===== src/rtl/neuron_writeback_pkg.sv =====
// Shared definitions for the neuron write-back path: Q8.8 saturation
// limits, default sizing, write-FSM state encodings and the FIFO entry layout.
package neuron_writeback_pkg;

    localparam int ACC_W_DEFAULT      = 24;
    localparam int FIFO_DEPTH_DEFAULT = 4;

    // Q8.8 signed limits used when narrowing the accumulator to 16 bits
    localparam logic [15:0] Q88_MAX = 16'h7FFF;
    localparam logic [15:0] Q88_MIN = 16'h8000;

    localparam int ENTRY_W = 32;

    typedef enum logic {
        W_IDLE = 1'b0,
        W_REQ  = 1'b1
    } w_state_t;

    // One buffered BRAM write: address in the upper half, Q8.8 data below
    typedef struct packed {
        logic [15:0] addr;
        logic [15:0] data;
    } wb_entry_t;

endpackage


===== src/rtl/wb_result_fifo.sv =====
// Result FIFO between the neuron finaliser and the BRAM write FSM.
// Pointers wrap modulo DEPTH (no power-of-two assumption); full/empty come
// from the occupancy count. A push into a full FIFO is accepted only when a
// pop happens in the same cycle. next_data exposes the entry behind the head
// so the write FSM can issue back-to-back writes from registered outputs.
module wb_result_fifo
    import neuron_writeback_pkg::*;
#(
    parameter  int DEPTH = FIFO_DEPTH_DEFAULT,
    localparam int PTR_W = (DEPTH > 1) ? $clog2(DEPTH) : 1,
    localparam int CNT_W = $clog2(DEPTH + 1)
) (
    input  logic               clk,
    input  logic               rst,
    input  logic               push,
    input  logic [ENTRY_W-1:0] push_data,
    input  logic               pop,
    output logic [ENTRY_W-1:0] head_data,
    output logic [ENTRY_W-1:0] next_data,
    output logic               full,
    output logic               empty,
    output logic [CNT_W-1:0]   count
);

    logic [ENTRY_W-1:0] mem [DEPTH];
    logic [PTR_W-1:0]   wr_ptr;
    logic [PTR_W-1:0]   rd_ptr;
    logic               push_ok;
    logic               pop_ok;

    function automatic logic [PTR_W-1:0] ptr_inc(input logic [PTR_W-1:0] p);
        return (p == PTR_W'(DEPTH - 1)) ? '0 : p + 1'b1;
    endfunction

    assign full    = (count == CNT_W'(DEPTH));
    assign empty   = (count == '0);
    assign pop_ok  = pop && !empty;
    assign push_ok = push && (!full || pop_ok);

    assign head_data = mem[rd_ptr];
    assign next_data = mem[ptr_inc(rd_ptr)];

    // Pointer and occupancy bookkeeping
    always_ff @(posedge clk) begin
        if (!rst) begin
            wr_ptr <= '0;
            rd_ptr <= '0;
            count  <= '0;
        end else begin
            if (push_ok) wr_ptr <= ptr_inc(wr_ptr);
            if (pop_ok)  rd_ptr <= ptr_inc(rd_ptr);
            case ({push_ok, pop_ok})
                2'b10:   count <= count + 1'b1;
                2'b01:   count <= count - 1'b1;
                default: count <= count;
            endcase
        end
    end

    // Storage; contents are don't-care until written, so no reset
    always_ff @(posedge clk) begin
        if (push_ok) mem[wr_ptr] <= push_data;
    end

endmodule


===== src/rtl/neuron_writeback.sv =====
// Neuron write-back: accumulates Q8.8 partial sums, finalises each neuron
// with saturation and optional ReLU, queues {addr, data} results and drains
// them to a BRAM write port with a req/ack handshake.
//
// Write FSM states
//   state  | meaning
//   W_IDLE | nothing presented, bram_wr_en low, waiting for a queued entry
//   W_REQ  | head entry presented on bram_addr/bram_wdata, waiting for ack
module neuron_writeback
    import neuron_writeback_pkg::*;
#(
    parameter int ACC_W      = ACC_W_DEFAULT,
    parameter int FIFO_DEPTH = FIFO_DEPTH_DEFAULT
) (
    input  logic        clk,
    input  logic        rst,
    input  logic [15:0] psum,
    input  logic        add_done,
    input  logic        neuron_done,
    input  logic [15:0] out_addr,
    input  logic        relu_en,
    input  logic        bram_ack,
    output logic        bram_wr_en,
    output logic [15:0] bram_addr,
    output logic [15:0] bram_wdata,
    output logic        fifo_full,
    output logic        busy,
    output logic        ovf_err
);

    localparam int CNT_W = $clog2(FIFO_DEPTH + 1);

    localparam logic signed [ACC_W-1:0] SAT_HI = ACC_W'($signed(Q88_MAX));
    localparam logic signed [ACC_W-1:0] SAT_LO = ACC_W'($signed(Q88_MIN));

    logic signed [ACC_W-1:0] acc;
    logic signed [ACC_W-1:0] psum_ext;
    logic signed [ACC_W-1:0] sum;
    logic        [15:0]      result;
    wb_entry_t               entry;

    logic [ENTRY_W-1:0] fifo_head;
    logic [ENTRY_W-1:0] fifo_next;
    logic               fifo_empty;
    logic [CNT_W-1:0]   fifo_count;

    w_state_t w_state;
    logic     pop;
    logic     push_ok;
    logic     drop;
    logic     more_left;

    assign psum_ext = ACC_W'($signed(psum));
    // The finishing psum is folded in when both strobes coincide
    assign sum      = acc + (add_done ? psum_ext : '0);

    // Narrow to Q8.8 with saturation, then optional ReLU on the narrowed value
    always_comb begin
        result = sum[15:0];
        if (sum > SAT_HI)      result = Q88_MAX;
        else if (sum < SAT_LO) result = Q88_MIN;
        if (relu_en && result[15]) result = '0;
    end

    assign entry.addr = out_addr;
    assign entry.data = result;

    // Only a presented write can be acknowledged; stray acks are ignored
    assign pop       = (w_state == W_REQ) && bram_ack;
    assign push_ok   = neuron_done && (!fifo_full || pop);
    assign drop      = neuron_done && fifo_full && !pop;
    // After this ack, is there anything to present next cycle?
    assign more_left = (fifo_count > CNT_W'(1)) || push_ok;

    // Accumulator: cleared on every neuron boundary, even with a coincident add
    always_ff @(posedge clk) begin
        if (!rst) begin
            acc <= '0;
        end else if (neuron_done) begin
            acc <= '0;
        end else if (add_done) begin
            acc <= acc + psum_ext;
        end
    end

    // Sticky record that a finished neuron could not be queued
    always_ff @(posedge clk) begin
        if (!rst) begin
            ovf_err <= 1'b0;
        end else if (drop) begin
            ovf_err <= 1'b1;
        end
    end

    wb_result_fifo #(
        .DEPTH (FIFO_DEPTH)
    ) u_fifo (
        .clk       (clk),
        .rst       (rst),
        .push      (neuron_done),
        .push_data (entry),
        .pop       (pop),
        .head_data (fifo_head),
        .next_data (fifo_next),
        .full      (fifo_full),
        .empty     (fifo_empty),
        .count     (fifo_count)
    );

    // Write FSM with registered BRAM outputs. On ack the follow-on entry is
    // the one behind the head, or the entry being pushed this very cycle if
    // the head was the last one stored.
    always_ff @(posedge clk) begin
        if (!rst) begin
            w_state    <= W_IDLE;
            bram_wr_en <= 1'b0;
            bram_addr  <= '0;
            bram_wdata <= '0;
        end else begin
            case (w_state)
                W_IDLE: begin
                    if (!fifo_empty) begin
                        w_state    <= W_REQ;
                        bram_wr_en <= 1'b1;
                        bram_addr  <= fifo_head[31:16];
                        bram_wdata <= fifo_head[15:0];
                    end
                end
                W_REQ: begin
                    if (bram_ack) begin
                        if (more_left) begin
                            if (fifo_count > CNT_W'(1)) begin
                                bram_addr  <= fifo_next[31:16];
                                bram_wdata <= fifo_next[15:0];
                            end else begin
                                bram_addr  <= entry.addr;
                                bram_wdata <= entry.data;
                            end
                        end else begin
                            w_state    <= W_IDLE;
                            bram_wr_en <= 1'b0;
                        end
                    end
                end
                default: begin
                    w_state    <= W_IDLE;
                    bram_wr_en <= 1'b0;
                end
            endcase
        end
    end

    assign busy = (acc != '0) || !fifo_empty || bram_wr_en;

endmodule


===== config.mk =====
export PLATFORM = sky130hd
export DESIGN_NAME = neuron_writeback
export DESIGN_NICKNAME = d
export VERILOG_FILES = /design/src/rtl/neuron_writeback_pkg.sv /design/src/rtl/wb_result_fifo.sv /design/src/rtl/neuron_writeback.sv
export SDC_FILE = /design/constraint.sdc
export NUM_CORES = 1
export LEC_CHECK = 0
export ABC_AREA = 1
export CAP_MARGIN = 20
export CORE_UTILIZATION = 65
export CTS_CLUSTER_DIAMETER = 30
export DETAILED_ROUTE_END_ITERATION = 16
export PLACE_DENSITY = 0.86
export SKIP_CTS_REPAIR_TIMING = 1
export SLEW_MARGIN = 20
export SYNTH_ARGS = -nofsm -noshare
export SYNTH_HDL_FRONTEND = slang
export SYNTH_HIERARCHICAL = 1
export SYNTH_SLANG_ARGS = --single-unit
export TNS_END_PERCENT = 30

===== constraint.sdc =====
create_clock -name clk -period 6.45 [get_ports clk]
set_input_delay 1.29 -clock clk [delete_from_list [all_inputs] [get_ports clk]]
set_output_delay 1.29 -clock clk [all_outputs]
set_load 0.005 [all_outputs]

Word-level counts from Yosys, hierarchy flattened
Memory sizes are Yosys's and may differ from the RTL's. A register that Yosys moved wholly into a read port is not among the register bits.
Index checks and enable logic that the tools add are counted.
{"block": "classes", "mux": 29, "n_bitwise": 2, "eq_ne": 9, "magnitude_cmp": 3, "addsub": 6, "n_reduce_logical": 21}
{"cell": "16-bit 2-to-1 mux", "n": 11}
{"cell": "16-bit case mux with 2 select lines", "n": 2}
{"cell": "24-bit by 16-bit adder with 24-bit output", "n": 1}
{"cell": "24-bit adder", "n": 1}
{"cell": "24-bit by 16-bit greater-than comparator with 1-bit output (second input constant)", "n": 1}
{"cell": "24-bit by 16-bit < comparator with 1-bit output (second input constant)", "n": 1}
{"cell": "24-bit 2-to-1 mux", "n": 1}
{"cell": "24-bit nonzero test", "n": 1}
{"cell": "1-bit 2-to-1 mux", "n": 8}
{"cell": "2-bit 2-to-1 mux", "n": 4}
{"cell": "1-bit logical AND", "n": 7}
{"cell": "2-bit equality test (second input constant)", "n": 3}
{"cell": "2-bit != test (second input constant)", "n": 3}
{"cell": "3-bit case mux with 2 select lines", "n": 1}
{"cell": "3-bit AND reduction", "n": 2}
{"cell": "1-bit logical OR", "n": 5}
{"cell": "2-bit by 1-bit adder with 2-bit output (second input constant)", "n": 2}
{"cell": "1-bit case mux with 2 select lines", "n": 2}
{"cell": "3-bit by 1-bit adder with 3-bit output (second input constant)", "n": 1}
{"cell": "3-bit equality test (second input constant)", "n": 1}
{"cell": "3-bit by 1-bit greater-than comparator with 1-bit output (second input constant)", "n": 1}
{"cell": "1-bit logical NOT", "n": 3}
{"cell": "3-bit logical NOT", "n": 1}
{"cell": "3-bit by 1-bit subtractor with 3-bit output (second input constant)", "n": 1}
{"cell": "5 further kinds", "n": 6}
{"block": "totals", "register_bits": 66, "input_bits": 38, "n_memories": 1, "word_cells": 80, "ramBits": 128}
{"memory": "u_fifo.mem", "depth": 4, "word_bits": 32, "read_ports": 2, "rd_clocked_by_memory_dff": 1, "write_ports": 1, "line": "wb_result_fifo.sv:25", "text": "logic [ENTRY_W-1:0] mem [DEPTH];"}

Logic depth before layout (Yosys ltp)
{"block": "logic_depth", "ltp_word": 11, "depth_mapped": 27}

Cells and area by module
The synthesis kept the hierarchy.
{"mod": "neuron_writeback", "instances": 1, "area_per_inst_um2": 6200.9, "cells_each": 1045, "seq_area_each_um2": 1181.1}
{"mod": "wb_result_fifo", "instances": 1, "area_per_inst_um2": 6148.4, "cells_each": 566, "seq_area_each_um2": 4023.9}

Worst setup path after synthesis
Ideal clock, no wire load.
{"block": "synth_path", "path_kind": "input to register", "startpoint": "in add_done", "endpoint": "mem u_fifo.mem[0][10] (data pin)", "path_buffers": 4, "slack_ns": 2.399, "arrival_time_ns": 3.793, "path_stages": 19, "cell_sequence": "clkbuf_1 -> clkbuf_1 -> clkbuf_1 -> nand2_1 -> inv_1 -> ha_1 -> nand2_1 -> inv_1 -> a21oi_1 -> nor2_1 -> nor2_1 -> nand3_1 -> nand2_1 -> nand2_4 -> xor2_4 -> nand2_1 -> clkbuf_8 -> nand2_1 -> inv_1"}
{"block": "synth_via", "elab_chain_len": 7, "elab_cells_between_ends": 8}
{"element": "from (decl)", "line": "neuron_writeback.sv:18", "text": "input logic add_done,"}
{"element": "24-bit 2-to-1 mux (*)", "line": "neuron_writeback.sv:55", "text": "assign sum = acc + (add_done ? psum_ext : '0);"}
{"element": "24-bit adder (*)", "line": "neuron_writeback.sv:55"}
{"element": "24-bit by 16-bit < comparator with 1-bit output", "line": "neuron_writeback.sv:61", "text": "else if (sum < SAT_LO) result = Q88_MIN;"}
{"element": "16-bit 2-to-1 mux", "line": "neuron_writeback.sv:61"}
{"element": "16-bit 2-to-1 mux (*)", "line": "neuron_writeback.sv:60", "text": "if (sum > SAT_HI) result = Q88_MAX;"}
{"element": "1-bit logical AND", "line": "neuron_writeback.sv:62", "text": "if (relu_en && result[15]) result = '0;"}
{"element": "16-bit 2-to-1 mux (*)", "line": "neuron_writeback.sv:62"}
{"element": "via result[10]", "line": "neuron_writeback.sv:39", "text": "logic [15:0] result;"}
{"element": "to (decl)", "line": "wb_result_fifo.sv:25"}
The timed path passes the listed nets; every way through them passes the cells marked *.

Final worst setup path
{"block": "layout_path", "startpoint": "in add_done", "endpoint": "mem u_fifo.mem[0][1] (data pin)"}
Same word-level chain as after synthesis.

==> flow_summary.ini <==
[run_status]
outcome = finished, final reports clean

[sta]
min_period_ps = 4420
worstMarginPinSlew_ps = 1010
drv_slew = 0
rsz0062_at_grt = false
max_slew_margin = 0.327
max_freq_ghz = 0.226
setup_viol = 0
holdWs_ps = 497
layout_setup_ws_ps = 2030
clock_skew_ps = 13.4
hold_viol = 0
fin_tns_setup_ps = 0
fin_crit_sh = 0.685

[critical_path]
end_kind = register
slowest_delay_ps = 580
arrival_ps = 4600
cp-start-kind = input port
path_cells = clkdlybuf4s50_1 -> buf_4 -> nand2_1 -> inv_1 -> ha_1 -> nand2_1 -> inv_1 -> a21oi_1 -> nor2_1 -> nor2_1 -> nand3_1 -> nand2_1 -> nand2_4 -> xor2_4 -> nand2_1 -> nand2_1 -> inv_1
path_common_cell = nand2_1
critPathSlowestCell = clkdlybuf4s50_1
required_ps = 6630
crit_type = in2reg
cp_max_fo = 38

[synthesis]
yosysUniqueCellTypes = 53
ys_seq_area_frac = 0.421
synthTopCellsByArea = edfxtp_1, dfxtp_1, nand2_1
yosys_warnings = 6
synthesis.nets = 1704
netlist_instances = 1611
synth_top_area_frac = 0.311
ys_ff_latch = 196
synth_top_area_cell = edfxtp_1
synth_area_um2 = 12300
synth.avg_cell_area_um2 = 7.67

[floorplanning]
ioPinCount = 74
die_y_um = 140
start_util = 0.662
die_area_um2 = 19600
rows = 50
core_area_um2 = 18600
die_x_um = 140

[power]
irDropWorstVdd_mv = 0.203
p_total_mw = 3.72
p_leak_nw = 6.02
power.density_nw_per_um2 = 271

[clock_network]
cts_tree = yes
cts_inserted_buffers = 17
htree_levels = 4
clk_pin_slew_ps = 80
clk_latency_ps = 440
cts_root_buf = clkbuf_16
ctsLongestPathBuffers = 2
cts_sinks = 196

[global_routing]
met1_usage = 0.453
grt.met3_usage = 0.0626
grt_max_degree = 66
grt-ovfl-total = 0
gr-max-usage-layer = met2
grt_usage = 0.347
grt_pass1_wl_um = 53700
antenna_found_initial = 0
grt_pass1_vias = 10900
met2_usage = 0.569

[placement]
dp_slack_ps = 1620
port_buffers = 73
place_hpwl_um = 21200
gp_congestion = 0.997

[final_layout]
final_layout_size_suffix_gt1_frac = 0.0705
area_growth_pct = 11.2
antenna_cells = 0
final_nets = 1739
utilization = 0.736

[route]
dr.pass1.iters = 6
viasPerCell = 6.09
drtAntennaViolNets = 0
wl_per_cell_um = 17.6
via_count = 11500
drc = 0
routed_wl_um = 33300
dr.first_iter.drc_count = 1354

[hold_path]
hold_path_class = reg2reg

[run]
maxCapViolations = 0
[worst paths after layout]
kind	from	endpoint	slack (ps)	cells after the start
worst max register to register	u_fifo/count[1]	bram_wdata[10]	2800	9
worst min register to register	ovf_err	ovf_err	500	2
worst min-delay path	ovf_err	ovf_err	500	2
worst max-delay path	add_done	u_fifo/mem[0][1]	2030	17
[worst max-delay path: cells and delay by family]
family / cells / cell delay, ps
AND/OR/NAND/NOR: 9 / 1470
buffers and inverters: 5 / 1210
adder cells (fa/ha/maj): 1 / 270
XOR/XNOR: 1 / 200
AO/OA/AOI/OAI: 1 / 170
[placed cells by master, fill, tap and decap left out, types with 10 or more instances in the layout]
cell type,n
xnor2_1,10
o21ai_1,24
nand3_1,36
nor2_1,276
buf_4,11
inv_1,163
o21ai_0,185
a31oi_1,17
edfxtp_1,128
o22ai_1,63
nand2_1,295
xor2_1,21
a21oi_2,10
dfxtp_1,67
clkdlybuf4s50_1,73
clkbuf_16,17
a21oi_1,72
nand2_2,30
ha_1,52
[Yosys cell counts (all sizes together)]
library cell  number
dlymetal6s2s       1
nand3b             2
nor2             289
nand2            328
ha                52
o21a               1
and2               4
a31oi             17
nor4               9
o221ai             1
a211oi             3
dfxtp             68
clkinv             1
edfxtp           128
o211ai             7
xor2              22
a21oi             82
nor3              10
o21ai            209
buf               28
o211a              1
a21o               1
o22ai             63
fa                 3
a31o               1
nand3             37
a311oi             4
nand4              9
or2                4
xnor2             10
dlygate4sd3        1
clkbuf            42
inv              171
o21bai             2
[cell type report]
cell class | instances | area [µm²]
well taps | 234 | 293
flip-flops and latches | 196 | 5210
clock buffers | 17 | 425
multi-input cells | 1171 | 6080
clock inverters | 15 | 179
inverters | 172 | 647
repair buffers | 88 | 893
fillers | 1455 | 4910
[power breakdown]
| part | internal [mW] | switching, mW | total (mW) |
|---|---|---|---|
| sequential | 1.48 | 0.0807 | 1.56 |
| combinational | 0.392 | 0.684 | 1.08 |
| clock | 0.530 | 0.548 | 1.08 |
[sequential cells by signal (all words and copies together), names as in the netlist, named ones only]
| register | cells |
|---|---|
| acc | 24 |
| bram_addr | 16 |
| bram_wdata | 16 |
| bram_wr_en | 1 |
| ovf_err | 1 |
| u_fifo/count | 3 |
| u_fifo/mem | 128 |
| u_fifo/rd_ptr | 2 |
| u_fifo/wr_ptr | 2 |
| w_state | 1 |
[layer usage]
metal	routed length, µm	share of wire	up-vias
met2	15600	0.47	692
met1	13100	0.39	5237
met5	0	0	-
li1	-	-	5474
met4	1070	0.032	0
met3	3570	0.11	116
[kinds of logic after synthesis]
kind of cell             share of synthesized area
XOR/XNOR                                    0.0242
AO/OA/AOI/OAI                                0.175
adder cells (fa/ha/maj)                     0.0575
buffers and inverters                       0.0889
AND/OR/NAND/NOR                              0.233
flip-flops                                   0.421
[through the flow]
stage,std cells,instance area (µm²)
global route,1893,13700
CTS,1891,13700
finish,1893,13700
floorplan,1611,12300
detailed placement,1859,13100
global placement,1857,13000
(Power assumes the default switching activity.)
